File: src/rtl/ppu_pkg.sv
// Shared PPU definitions: palette geometry, greyscale mask, arbiter state
// encoding and the palette address mirror.
package ppu_pkg;

  localparam int PAL_ADDR_W = 5;
  localparam int PAL_IDX_W  = 6;
  localparam logic [PAL_IDX_W-1:0] GREY_MASK = 6'h30;

  typedef enum logic [1:0] {
    ST_IDLE = 2'd0,
    ST_WAIT = 2'd1,
    ST_ACK  = 2'd2
  } arb_state_t;

  // $10/$14/$18/$1C are the sprite backdrop aliases of $00/$04/$08/$0C.
  function automatic logic [PAL_ADDR_W-1:0] pal_mirror(input logic [PAL_ADDR_W-1:0] addr);
    return (addr[4] && (addr[1:0] == 2'b00)) ? {1'b0, addr[3:0]} : addr;
  endfunction

endpackage

File: src/rtl/palette_ram_arbiter.sv
// 32x6 NES palette RAM shared between the render pipeline and the CPU bus,
// with mirroring, PPUMASK greyscale and a bounded CPU wait while rendering.
module palette_ram_arbiter
  import ppu_pkg::*;
#(
  parameter int CPU_MAX_WAIT = 4
) (
  input  logic                  clk,
  input  logic                  rst,
  input  logic                  pix_valid,
  input  logic [PAL_ADDR_W-1:0] pix_addr,
  input  logic                  greyscale,
  output logic [PAL_IDX_W-1:0]  pal_idx,
  output logic                  pal_valid,
  output logic                  pal_stall,
  input  logic                  cpu_req,
  input  logic                  cpu_we,
  input  logic [PAL_ADDR_W-1:0] cpu_addr,
  input  logic [PAL_IDX_W-1:0]  cpu_wdata,
  output logic                  cpu_ack,
  output logic [PAL_IDX_W-1:0]  cpu_rdata
);

  localparam logic [3:0] MAX_WAIT = 4'(CPU_MAX_WAIT);

  arb_state_t state, state_nxt;
  logic [3:0] wait_cnt, wait_cnt_nxt;
  logic       grant_cpu;

  logic [PAL_ADDR_W-1:0] cpu_phys, pix_phys, ram_addr;
  logic [PAL_IDX_W-1:0]  ram_rd;
  logic [PAL_IDX_W-1:0]  mem [0:31];

  assign cpu_phys = pal_mirror(cpu_addr);
  assign pix_phys = pal_mirror(pix_addr);

  // Single read port: the CPU owns it in its grant cycle, the renderer otherwise.
  assign ram_addr = grant_cpu ? cpu_phys : pix_phys;
  assign ram_rd   = mem[ram_addr];

  // Handshake: cpu_req and its we/addr/wdata stay stable until cpu_ack; the
  // access happens at the grant edge and cpu_ack pulses for exactly the
  // following cycle, during which cpu_req is ignored.
  assign cpu_ack = (state == ST_ACK);

  always_comb begin
    state_nxt    = state;
    wait_cnt_nxt = wait_cnt;
    grant_cpu    = cpu_req && (state != ST_ACK) &&
                   (!pix_valid || (wait_cnt == MAX_WAIT));
    case (state)
      ST_IDLE: begin
        if (grant_cpu) begin
          state_nxt = ST_ACK;
        end else if (cpu_req) begin
          state_nxt    = ST_WAIT;
          wait_cnt_nxt = 4'd1;
        end
      end
      ST_WAIT: begin
        if (grant_cpu) begin
          state_nxt    = ST_ACK;
          wait_cnt_nxt = 4'd0;
        end else if (!cpu_req) begin
          state_nxt    = ST_IDLE;
          wait_cnt_nxt = 4'd0;
        end else if (wait_cnt != MAX_WAIT) begin
          wait_cnt_nxt = wait_cnt + 4'd1;
        end
      end
      ST_ACK: begin
        state_nxt    = ST_IDLE;
        wait_cnt_nxt = 4'd0;
      end
      default: begin
        state_nxt    = ST_IDLE;
        wait_cnt_nxt = 4'd0;
      end
    endcase
  end

  always_ff @(posedge clk) begin
    if (rst) begin
      state     <= ST_IDLE;
      wait_cnt  <= 4'd0;
      pal_idx   <= '0;
      pal_valid <= 1'b0;
      pal_stall <= 1'b0;
      cpu_rdata <= '0;
    end else begin
      state     <= state_nxt;
      wait_cnt  <= wait_cnt_nxt;
      pal_valid <= pix_valid;
      if (pix_valid && !grant_cpu) begin
        pal_idx   <= greyscale ? (ram_rd & GREY_MASK) : ram_rd;
        pal_stall <= 1'b0;
      end else begin
        // A stolen lookup repeats the previous index and flags it.
        pal_stall <= pix_valid;
      end
      if (grant_cpu && !cpu_we) begin
        cpu_rdata <= ram_rd;
      end
    end
  end

  // Contents survive reset; a grant coinciding with rst is dropped.
  always_ff @(posedge clk) begin
    if (!rst && grant_cpu && cpu_we) begin
      mem[cpu_phys] <= cpu_wdata;
    end
  end

endmodule
File: config.mk
export PLATFORM = sky130hd
export DESIGN_NAME = palette_ram_arbiter
export DESIGN_NICKNAME = d
export VERILOG_FILES = /design/src/rtl/ppu_pkg.sv /design/src/rtl/palette_ram_arbiter.sv
export SDC_FILE = /design/constraint.sdc
export NUM_CORES = 1
export LEC_CHECK = 0
export ABC_AREA = 1
export BUFFER_PORTS_ARGS = -buffer_cell sky130_fd_sc_hd__clkbuf_2
export CAP_MARGIN = 10
export CORE_ASPECT_RATIO = 1.2
export CORE_MARGIN = 2
export CORE_UTILIZATION = 60
export DETAILED_ROUTE_END_ITERATION = 16
export PLACE_DENSITY = 0.78
export REMOVE_ABC_BUFFERS = 1
export SKIP_LAST_GASP = 1
export SLEW_MARGIN = 20
export SYNTH_ARGS = -nofsm -noshare
export SYNTH_HDL_FRONTEND = slang
export SYNTH_SLANG_ARGS = --single-unit
File: constraint.sdc
create_clock -name clk -period 5.5 [get_ports clk]
set_input_delay 0.55 -clock clk [delete_from_list [all_inputs] [get_ports clk]]
set_output_delay 0.55 -clock clk [all_outputs]
set_load 0.02 [all_outputs]
==> flow_summary.toml <==
[synthesis]
dominantRegCellSynth = "edfxtp_1"
yosysSeqAreaShare = 0.693
ys_ff_latch = 212
synthDistinctLibCells = 31
yosysMostFrequentCell = "nand2_1"
synth_top_cell_by_area = "edfxtp_1"
synthSimpleGateAreaFrac = 0.230
synth.top_cell.area_share = 0.648
synth_top_family_by_area = "simple AND/OR/NAND/NOR gates"
synth_compound_area_frac = 0.0321
syn_area_um2 = 8890
synth-async-reset-ratio = 0
netlist_top_cells_count = "nand2_1, edfxtp_1, nand3_1"
synth-edff-count = 192
synthAdderAreaFrac = 0.00281
synthTopCellsByArea = "edfxtp_1, nand3_1, nand2_1, dfxtp_1, nor2_1"
yosysWarnings = 0
synth_cells = 803
synth-xor-area-share = 0
synth.mux.area_fraction = 0
avgSynthCellArea_um2 = 11.1

[floorplanning]
io_pins = 37
start_util = 0.617
die_area_um2 = 15800
rows = 48
die_height_um = 137
coreArea_um2 = 14400
fp.dieW_um = 115

[worst_setup_path]
start_kind = "flip-flop"
endpoint = "pal_idx[3]"
critPathMostFrequentCell = "nand3_1"
end_kind = "flip-flop"
crit_slowest_cell = "nand2_2"
path_depth = 16
crit_buf_inv = 2
startpoint = "wait_cnt[0]"
required_ns = 5.93
crit_family = "simple AND/OR/NAND/NOR gates"
r2r_end = "pal_idx[3]"
crit_chain = "inv_1, ha_1, nand3_1, nand2_2, nand2_4, nand2_4, nand2_2, buf_4, nand2_1, nand3_1, nand3_1, nand3_1, nand3_1, nand2_1, nand2_1, a21oi_1"
critPathMaxStageDelay_ns = 0.65
r2r_cells = 16
cp.arrival_ns = 4.01
cp_max_fo = 46
regToRegSetupSlack_ns = 1.92
rr_startpoint = "wait_cnt[0]"
path_class = "reg2reg"

[timing]
whs_ns = 0.278
setup_viol = 0
fin_crit_sh = 0.651
tns_ns = 0
hold_viol = 0
slew_headroom = 0.357
worst_pin_slew_ns = 0.956
clock.fmax_ghz = 0.279
min_period_ns = 3.58
slew_viol_final = 0
rsz0062_at_grt = "false"
fin_skew_ns = 0.0128

[power_and_ir_drop]
p_int_mw = 2.63
p_clk_frac = 0.391
seqPwrFrac = 0.518
p_per_area_nw_per_um2 = 351
comb_power_share = 0.091
vdd_ir_drop_max_uv = 236
switchingPower_uw = 826
p_leak_nw = 3.73
swShare = 0.239

[status]
status = "finished, final reports clean"

[clock_tree]
h-tree-depth = 1
cts.clk_slew.worst_paths_ns = 0.07
cts.repair.resized = 0
post_cts_buffers = 0
cts_root_buf = "clkbuf_16"
cts_buffer_depth = 3
cts_tree = "done"
holdBufCountCts = 0
clkSinkCount = 212
cts_made_buffers = 20
clkLatencyLatePin_ns = 0.50

[place]
dpl_cell_area_um2 = 9200
place.gp.congestion = 0.905
port_buffers = 36
dp_hpwl_mm = 13.0

[layout]
regArea_um2 = 6170
final_nets = 873
design_area_um2 = 9850
antenna_cells = 0
multi_input_area_um2 = 2460
drive_gt1_frac = 0.103
syn_to_final_growth_pct = 10.7
fillers = 1036

[route]
drtPass1Iterations = 5
vias = 6299
viasPerCell = 6.07
drc = 0
wl_mm = 20.5
wl_per_cell_um = 19.8
drt_iter0_drc = 876
detail-route-antenna-nets = 0

[global_routing]
grt.total_usage = 0.267
grt_pass1_vias = 5958
antenna_found_initial = 0
grt_pass1_wl_mm = 32.2
overflow = 0
grt_start_max_net_pins = 83

[job]
maxCapViolations = 0

[min_path]
hp-class = "in2reg"
worstHoldPathCells = 2
[per-layer routing]
| metal | vias to the layer above | routed length, um | track usage |
|---|---|---|---|
| met3 | 56 | 2050 | 0.0409 |
| met4 | 0 | 682 | 0.0944 |
| met1 | 2991 | 8160 | 0.384 |
| met5 | - | 0 | 0 |
| met2 | 379 | 9640 | 0.419 |
| li1 | 2873 | - | - |
[layout make-up]
type / count / area share
Clock buffer: 23 / 0.0562
Clock inverter: 13 / 0.0100
Inverter: 39 / 0.0149
Multi-Input combinational cell: 537 / 0.250
Sequential cell: 212 / 0.626
Tap cell: 175 / 0.0222
Timing Repair Buffer: 39 / 0.0206
[flip-flops by register name (all words and copies together), names as in the netlist]
signal	flops
state	2
pal_stall	1
pal_valid	1
wait_cnt	4
pal_idx	6
cpu_rdata	6
mem	192
[through the flow]
step | utilization | cells | power [mW] | setup slack, ns
floorplan | - | 788 | 2.01 | 2.83
global placement | 0.638 | 1002 | 2.12 | 2.15
detailed placement | 0.638 | 1002 | 2.13 | 1.98
CTS | 0.683 | 1038 | 3.46 | 1.98
global route | 0.683 | 1038 | 3.56 | 1.71
finish | 0.683 | 1038 | 3.46 | 1.92
[cell usage in the layout, fill, tap and decap left out, drive strengths merged]
cell,n
nand2,234
nand4,3
dfxtp,20
ha,2
buf,3
o21ai,15
bufinv,1
o21bai,4
nor4,1
nor2,42
edfxtp,192
inv,39
o221a,1
conb,24
a21o,2
a21oi,12
nand3,184
clkinvlp,4
nor3,5
clkinv,8
clkbuf,59
a211oi,1
o211ai,7
[cells by family (layout without fill, tap and decap cells)]
group           Yosys count  in the layout
simple gates            469            469
buf+inv                  77            114
compound gates           42             42
flops                   212            212
other cells               1             24
fa+ha+maj                 2              2
[worst min path at each step]
| stage | end | from | slack (ns) |
|---|---|---|---|
| 3_3_place_gp | pal_idx[2] | pal_idx[2] | 0.47 |
| 6_report | state[1] | pix_valid | 0.28 |
| 3_5_place_dp | pal_idx[2] | pal_idx[2] | 0.48 |
| 4_1_cts | state[1] | pix_valid | 0.27 |
| 5_1_grt | state[1] | pix_valid | 0.29 |
| 2_1_floorplan | wait_cnt[1] | wait_cnt[1] | 0.48 |
[worst reg2reg max path, stage by stage (launching register included)]
cell and delay, ns:
dfxtp_1 0.38, inv_1 0.08, ha_1 0.21, nand3_1 0.12
nand2_2 0.13, nand2_4 0.26, nand2_4 0.22, nand2_2 0.65
buf_4 0.56, nand2_1 0.16, nand3_1 0.16, nand3_1 0.09
nand3_1 0.12, nand3_1 0.12, nand2_1 0.11, nand2_1 0.06
a21oi_1 0.12
[power groups by stage]
stage | clock network, mW | logic [mW] | registers [mW]
final | 1.35 | 0.316 | 1.79
after global routing | 1.42 | 0.345 | 1.79
after CTS | 1.36 | 0.310 | 1.79
after detailed placement | 0 | 0.307 | 1.83
after global placement | 0 | 0.299 | 1.82
after floorplan | 0 | 0.181 | 1.83
No activity file was read; power rests on OpenSTA's default activity.
